**src/rtl/serv_ibus_spiflash.sv**
```systemverilog
// SERV instruction-bus responder that serves each word fetch with one SPI NOR READ transaction.
// SPI mode 0 with SCK = clk/2; the fetched bytes are assembled little-endian into o_ibus_rdt.
module serv_ibus_spiflash #(
    parameter logic [23:0] FLASH_OFFSET = 24'h000000,
    parameter logic [7:0]  READ_CMD     = 8'h03
) (
    input  logic        clk,
    input  logic        i_rst_n,
    input  logic [31:0] i_ibus_adr,
    input  logic        i_ibus_cyc,
    output logic [31:0] o_ibus_rdt,
    output logic        o_ibus_ack,
    output logic        o_spi_cs_n,
    output logic        o_spi_sck,
    output logic        o_spi_mosi,
    input  logic        i_spi_miso,
    output logic [1:0]  o_dbg_state
);

    localparam logic [1:0] ST_IDLE  = 2'd0;
    localparam logic [1:0] ST_SHIFT = 2'd1;
    localparam logic [1:0] ST_ACK   = 2'd2;

    // Handshake: i_ibus_cyc is a request held high until the one-cycle o_ibus_ack strobe;
    // o_ibus_rdt is valid while o_ibus_ack=1 and holds until the next completed fetch.
    // Dropping i_ibus_cyc before ack abandons the fetch without an ack.

    logic [1:0]  state_q, state_d;
    logic [31:0] tx_q, tx_d;
    logic [31:0] rx_q, rx_d;
    logic [5:0]  cnt_q, cnt_d;
    logic        cs_n_q, cs_n_d;
    logic        sck_q, sck_d;
    logic        mosi_q, mosi_d;
    logic        ack_q, ack_d;
    logic [31:0] rdt_q, rdt_d;
    logic [23:0] faddr;
    logic        unused_adr_bits;

    assign unused_adr_bits = ^{i_ibus_adr[31:24], i_ibus_adr[1:0]};
    assign faddr = {i_ibus_adr[23:2], 2'b00} + FLASH_OFFSET;

    always_comb begin
        state_d = state_q;
        tx_d    = tx_q;
        rx_d    = rx_q;
        cnt_d   = cnt_q;
        cs_n_d  = cs_n_q;
        sck_d   = sck_q;
        mosi_d  = mosi_q;
        ack_d   = 1'b0;
        rdt_d   = rdt_q;
        case (state_q)
            ST_IDLE: begin
                if (i_ibus_cyc) begin
                    tx_d    = {READ_CMD, faddr};
                    cs_n_d  = 1'b0;
                    sck_d   = 1'b0;
                    mosi_d  = READ_CMD[7];
                    cnt_d   = 6'd0;
                    state_d = ST_SHIFT;
                end
            end
            ST_SHIFT: begin
                if (!i_ibus_cyc) begin
                    cs_n_d  = 1'b1;
                    sck_d   = 1'b0;
                    mosi_d  = 1'b0;
                    state_d = ST_IDLE;
                end else if (!sck_q) begin
                    sck_d = 1'b1;
                end else begin
                    // Falling SCK: sample MISO, present the next MOSI bit (zeros fill in after cmd/addr).
                    sck_d  = 1'b0;
                    rx_d   = {rx_q[30:0], i_spi_miso};
                    tx_d   = {tx_q[30:0], 1'b0};
                    mosi_d = tx_q[30];
                    cnt_d  = cnt_q + 6'd1;
                    if (cnt_q == 6'd63) begin
                        cs_n_d  = 1'b1;
                        mosi_d  = 1'b0;
                        rdt_d   = {rx_d[7:0], rx_d[15:8], rx_d[23:16], rx_d[31:24]};
                        ack_d   = 1'b1;
                        state_d = ST_ACK;
                    end
                end
            end
            ST_ACK: begin
                state_d = ST_IDLE;
            end
            default: begin
                cs_n_d  = 1'b1;
                sck_d   = 1'b0;
                mosi_d  = 1'b0;
                state_d = ST_IDLE;
            end
        endcase
    end

    always_ff @(posedge clk or negedge i_rst_n) begin
        if (!i_rst_n) begin
            state_q <= ST_IDLE;
            tx_q    <= 32'd0;
            rx_q    <= 32'd0;
            cnt_q   <= 6'd0;
            cs_n_q  <= 1'b1;
            sck_q   <= 1'b0;
            mosi_q  <= 1'b0;
            ack_q   <= 1'b0;
            rdt_q   <= 32'd0;
        end else begin
            state_q <= state_d;
            tx_q    <= tx_d;
            rx_q    <= rx_d;
            cnt_q   <= cnt_d;
            cs_n_q  <= cs_n_d;
            sck_q   <= sck_d;
            mosi_q  <= mosi_d;
            ack_q   <= ack_d;
            rdt_q   <= rdt_d;
        end
    end

    assign o_ibus_rdt  = rdt_q;
    assign o_ibus_ack  = ack_q;
    assign o_spi_cs_n  = cs_n_q;
    assign o_spi_sck   = sck_q;
    assign o_spi_mosi  = mosi_q;
    assign o_dbg_state = state_q;

endmodule

```
**config.mk**
```make
export PLATFORM = sky130hd
export DESIGN_NAME = serv_ibus_spiflash
export DESIGN_NICKNAME = d
export VERILOG_FILES = /design/src/rtl/serv_ibus_spiflash.sv
export SDC_FILE = /design/constraint.sdc
export NUM_CORES = 1
export LEC_CHECK = 0
export ABC_AREA = 1
export CAP_MARGIN = 20
export CORE_ASPECT_RATIO = 1.5
export CORE_MARGIN = 5
export CORE_UTILIZATION = 49
export CTS_BUF_LIST = sky130_fd_sc_hd__clkbuf_4 sky130_fd_sc_hd__clkbuf_8
export CTS_CLUSTER_DIAMETER = 150
export DETAILED_ROUTE_END_ITERATION = 16
export HOLD_SLACK_MARGIN = 0.06
export PLACE_DENSITY = 0.78
export SETUP_SLACK_MARGIN = 0.3
export SLEW_MARGIN = 25
export SYNTH_ARGS = -nofsm -noshare
export SYNTH_HDL_FRONTEND = slang
export SYNTH_SLANG_ARGS = --single-unit
```
**constraint.sdc**
```tcl
create_clock -name clk -period 1.3 [get_ports clk]
set_input_delay 0.325 -clock clk [delete_from_list [all_inputs] [get_ports clk]]
set_output_delay 0.325 -clock clk [all_outputs]
set_load 0.005 [all_outputs]
```
==> key figures <==
Status
  – Status: finished with violations
  – Failing checks: setup timing

Final layout
  – Layout cells sized above 1: 0.332
  – P&R area growth vs syn: 41.5%
  – Multi-input gate area: 0.00148 mm²
  – Register area: 0.00261 mm²
  – Final cell count without fillers: 686
  – ANT cells: 0
  – Nets: 611
  – Filler instances: 620

Timing
  – Tightest Pin Transition: 0.246 ns
  – Final Hold Viols: 0
  – Skew final: 0.0111 ns
  – Post-layout minimum cycle time: 1.47 ns
  – Fmax: 681 MHz
  – Period utilization: 1.13
  – Final WS setup: -0.169 ns
  – Slew Limit Headroom: 0.835
  – Final setup fails: 102
  – Max Transition Viols Final: 0
  – RSZ-0062 raised after global routing: yes

Worst setup path
  – Largest delay share family, worst path: buffers and inverters
  – Critical Path Start: o_dbg_state[1]
  – Crit-path cells: buf_6 > inv_6 > nand2_4 > a21oi_4 > buf_12 > buf_12 > clkbuf_16 > o211ai_1 > o21ai_1
  – Worst Path Required: 1.59 ns
  – Crit end category: flip-flop
  – CP max-delay cell: dfrtp_1
  – Worst setup path endpoint: tx_q[17]
  – Critical Path AT: 1.76 ns
  – RR Endpoint: tx_q[17]
  – Critical path depth in cells: 9
  – CP peak stage delay: 0.40 ns
  – Most used cell, CP: buf_12
  – WS Path Type: reg2reg
  – CP startpoint kind: flip-flop
  – Worst R2R Start: o_dbg_state[1]
  – Maximum fanout along the worst path: 5
  – Buffers & Inverters on Critical Path: 5
  – R2r setup slk: -0.17 ns
  – R2R depth: 9

Drt
  – Number of remaining DRC errors: 0
  – Vias: 3484
  – Antenna viol nets, final: 0
  – Drt via density: 5.08
  – Routed wire length: 10.6 mm
  – Starting DRT DRC Count: 117
  – Drt first pass iters: 4
  – Drt wl/cell: 15.5 µm

Synth
  – Predominant post-synthesis flop cell: dfrtp_1
  – Yosys cell types: 28
  – Syn Inst Count: 450
  – Seq/Total Area, Yosys: 0.611
  – Yosys top cell area share: 0.604
  – Number of synthesized register bits: 104
  – Syn Std Cell Area: 0.00426 mm²
  – Syn_area_per_cell: 9.48 µm²
  – Area leader, netlist: dfrtp_1
  – FFs w/ async S/R, synth: 1.00
  – Syn nets: 487
  – EDFF count, synth: 0
  – Ranking of synthesized cells by area: dfrtp_1, nand2_1, o21ai_0
  – Ys Warns: 0

Place
  – Port bufs: 63
  – Routability cong.: 0.790
  – Placed Instances: 628
  – Detailed Place HPWL: 6.20 mm

Clock network
  – Number of CTS-inserted buffers: 9
  – CTS max path bufs: 2
  – Clk sinks: 104
  – H-tree levels: 3
  – CTS Root Cell: clkbuf_8
  – CTS tree: built
  – Clock latency on the worst-skew pair: 0.37 ns
  – Clock slew at reported path FFs: 0.10 ns

Global route
  – Total grt overflow: 0
  – Largest net degree at the start of global routing: 42
  – Total GRT Usage: 0.201
  – Initial antenna violation count: 0
  – First-pass GRT wire length: 17.3 mm
  – Number of global-route vias before repair: 3694

Floorplan
  – DIE AREA: 0.0107 mm²
  – Top Ports: 74
  – Initial core utilization: 0.504
  – Core ar.: 0.00846 mm²
  – Die H: 124 µm
  – Die width: 86.2 µm
  – Rows: 41

Hold path
  – Hold Path Class: in2async

Run
  – Max-Cap Viols: 0

Power and ir drop
  – IR drop worst, VDD: 1.00 mV
  – PD cells: 1250 mW/mm²
  – P_leak: 2.99 nW
  – Final Power: 7.53 mW
synth_stat cells (all sizes together), types with 2 or more instances:
| cell type | count |
|---|---|
| nand4 | 4 |
| a21oi | 4 |
| dfrtp | 103 |
| a22oi | 2 |
| nand2 | 113 |
| inv | 70 |
| o211ai | 21 |
| buf | 21 |
| o22ai | 4 |
| nand3 | 5 |
| o21ai | 88 |
| nor2 | 9 |
layout make-up:
class                           instances  share of cell area
Sequential cell                       104               0.432
Multi-Input combinational cell        254               0.245
Timing Repair Buffer                  135               0.218
Inverter                               70              0.0460
Tap cell                              107              0.0222
Clock buffer                           10              0.0218
Clock inverter                          6              0.0151
kinds of logic (layout without fill, tap and decap cells):
| family | after synthesis | count (layout) | synth area share |
|---|---|---|---|
| AND/OR/NAND/NOR | 131 | 131 | 0.126 |
| AO/OA/AOI/OAI | 121 | 121 | 0.161 |
| flip-flops | 104 | 104 | 0.611 |
| buffers and inverters | 92 | 221 | 0.0977 |
| adder cells (fa/ha/maj) | 1 | 1 | 0.00293 |
| XOR/XNOR | 1 | 1 | 0.00205 |
metrics by stage:
stage	hold slack [ns]	TNS (ns)	worst slack, ns	utilization	area, µm²
after global placement	0.211	-41.83	-0.466	0.621	5260
after detailed placement	0.212	-44.97	-0.534	0.621	5260
after CTS	0.341	-5.46	-0.0999	0.675	5720
after floorplan	0.0294	0	0.00502	-	4370
after global routing	0.376	-16.05	-0.239	0.713	6040
final	0.381	-9.46	-0.169	0.713	6040
layer usage:
metal,track usage,share of wire,vias to the layer above
li1,-,-,1691
met1,0.247,0.40,1703
met2,0.338,0.55,76
met3,0.0470,0.040,14
met4,0.0718,0.013,0
met5,0,0,-
registers in the layout (all words and copies together), names as in the netlist:
register	count
o_ibus_rdt	32
o_spi_cs_n	1
o_spi_mosi	1
rx_q	31
o_dbg_state	2
tx_q	29
cnt_q	6
o_ibus_ack	1
o_spi_sck	1
how the worst min path moves through the flow:
stage,from,to,slack [ns],cells past startpoint
finish,i_rst_n,tx_q[16],0.38,2
floorplan,i_rst_n,cnt_q[0],0.03,0
CTS,i_rst_n,tx_q[13],0.34,2
global route,i_rst_n,tx_q[12],0.38,2
global placement,i_rst_n,tx_q[12],0.21,1
detailed placement,i_rst_n,tx_q[13],0.21,1
power breakdown:
part           switching [mW]  leakage [nW]  internal, mW
Sequential              0.245          1.32          3.69
Combinational           0.747          1.57         0.611
Clock                    1.13         0.103          1.11
placed cells by master (no fill, tap or decap), types with 4 or more instances in the layout:
master and n:
dfrtp_1 102, nand2_1 97, inv_1 63, o21ai_1 63, buf_4 42, buf_2 34, clkdlybuf4s50_1 24, o21ai_2 23
o211ai_1 21, nand2_2 13, buf_6 12, buf_12 12, clkbuf_8 9, inv_4 4, nor2_4 4, nand4_1 4
nor2_1 4
repair_timing:
action | 4_1_cts | 5_1_grt
endpoints found under the hold margin | 12 | 0
setup buffers | 23 | 10
hold buffers | 1 | 0
setup endpoints to repair | 142 | 142
pin swaps | 9 | 6
gates resized for setup | 190 | 46
gates cloned | 4 | 4
(Power assumes the default switching activity.)
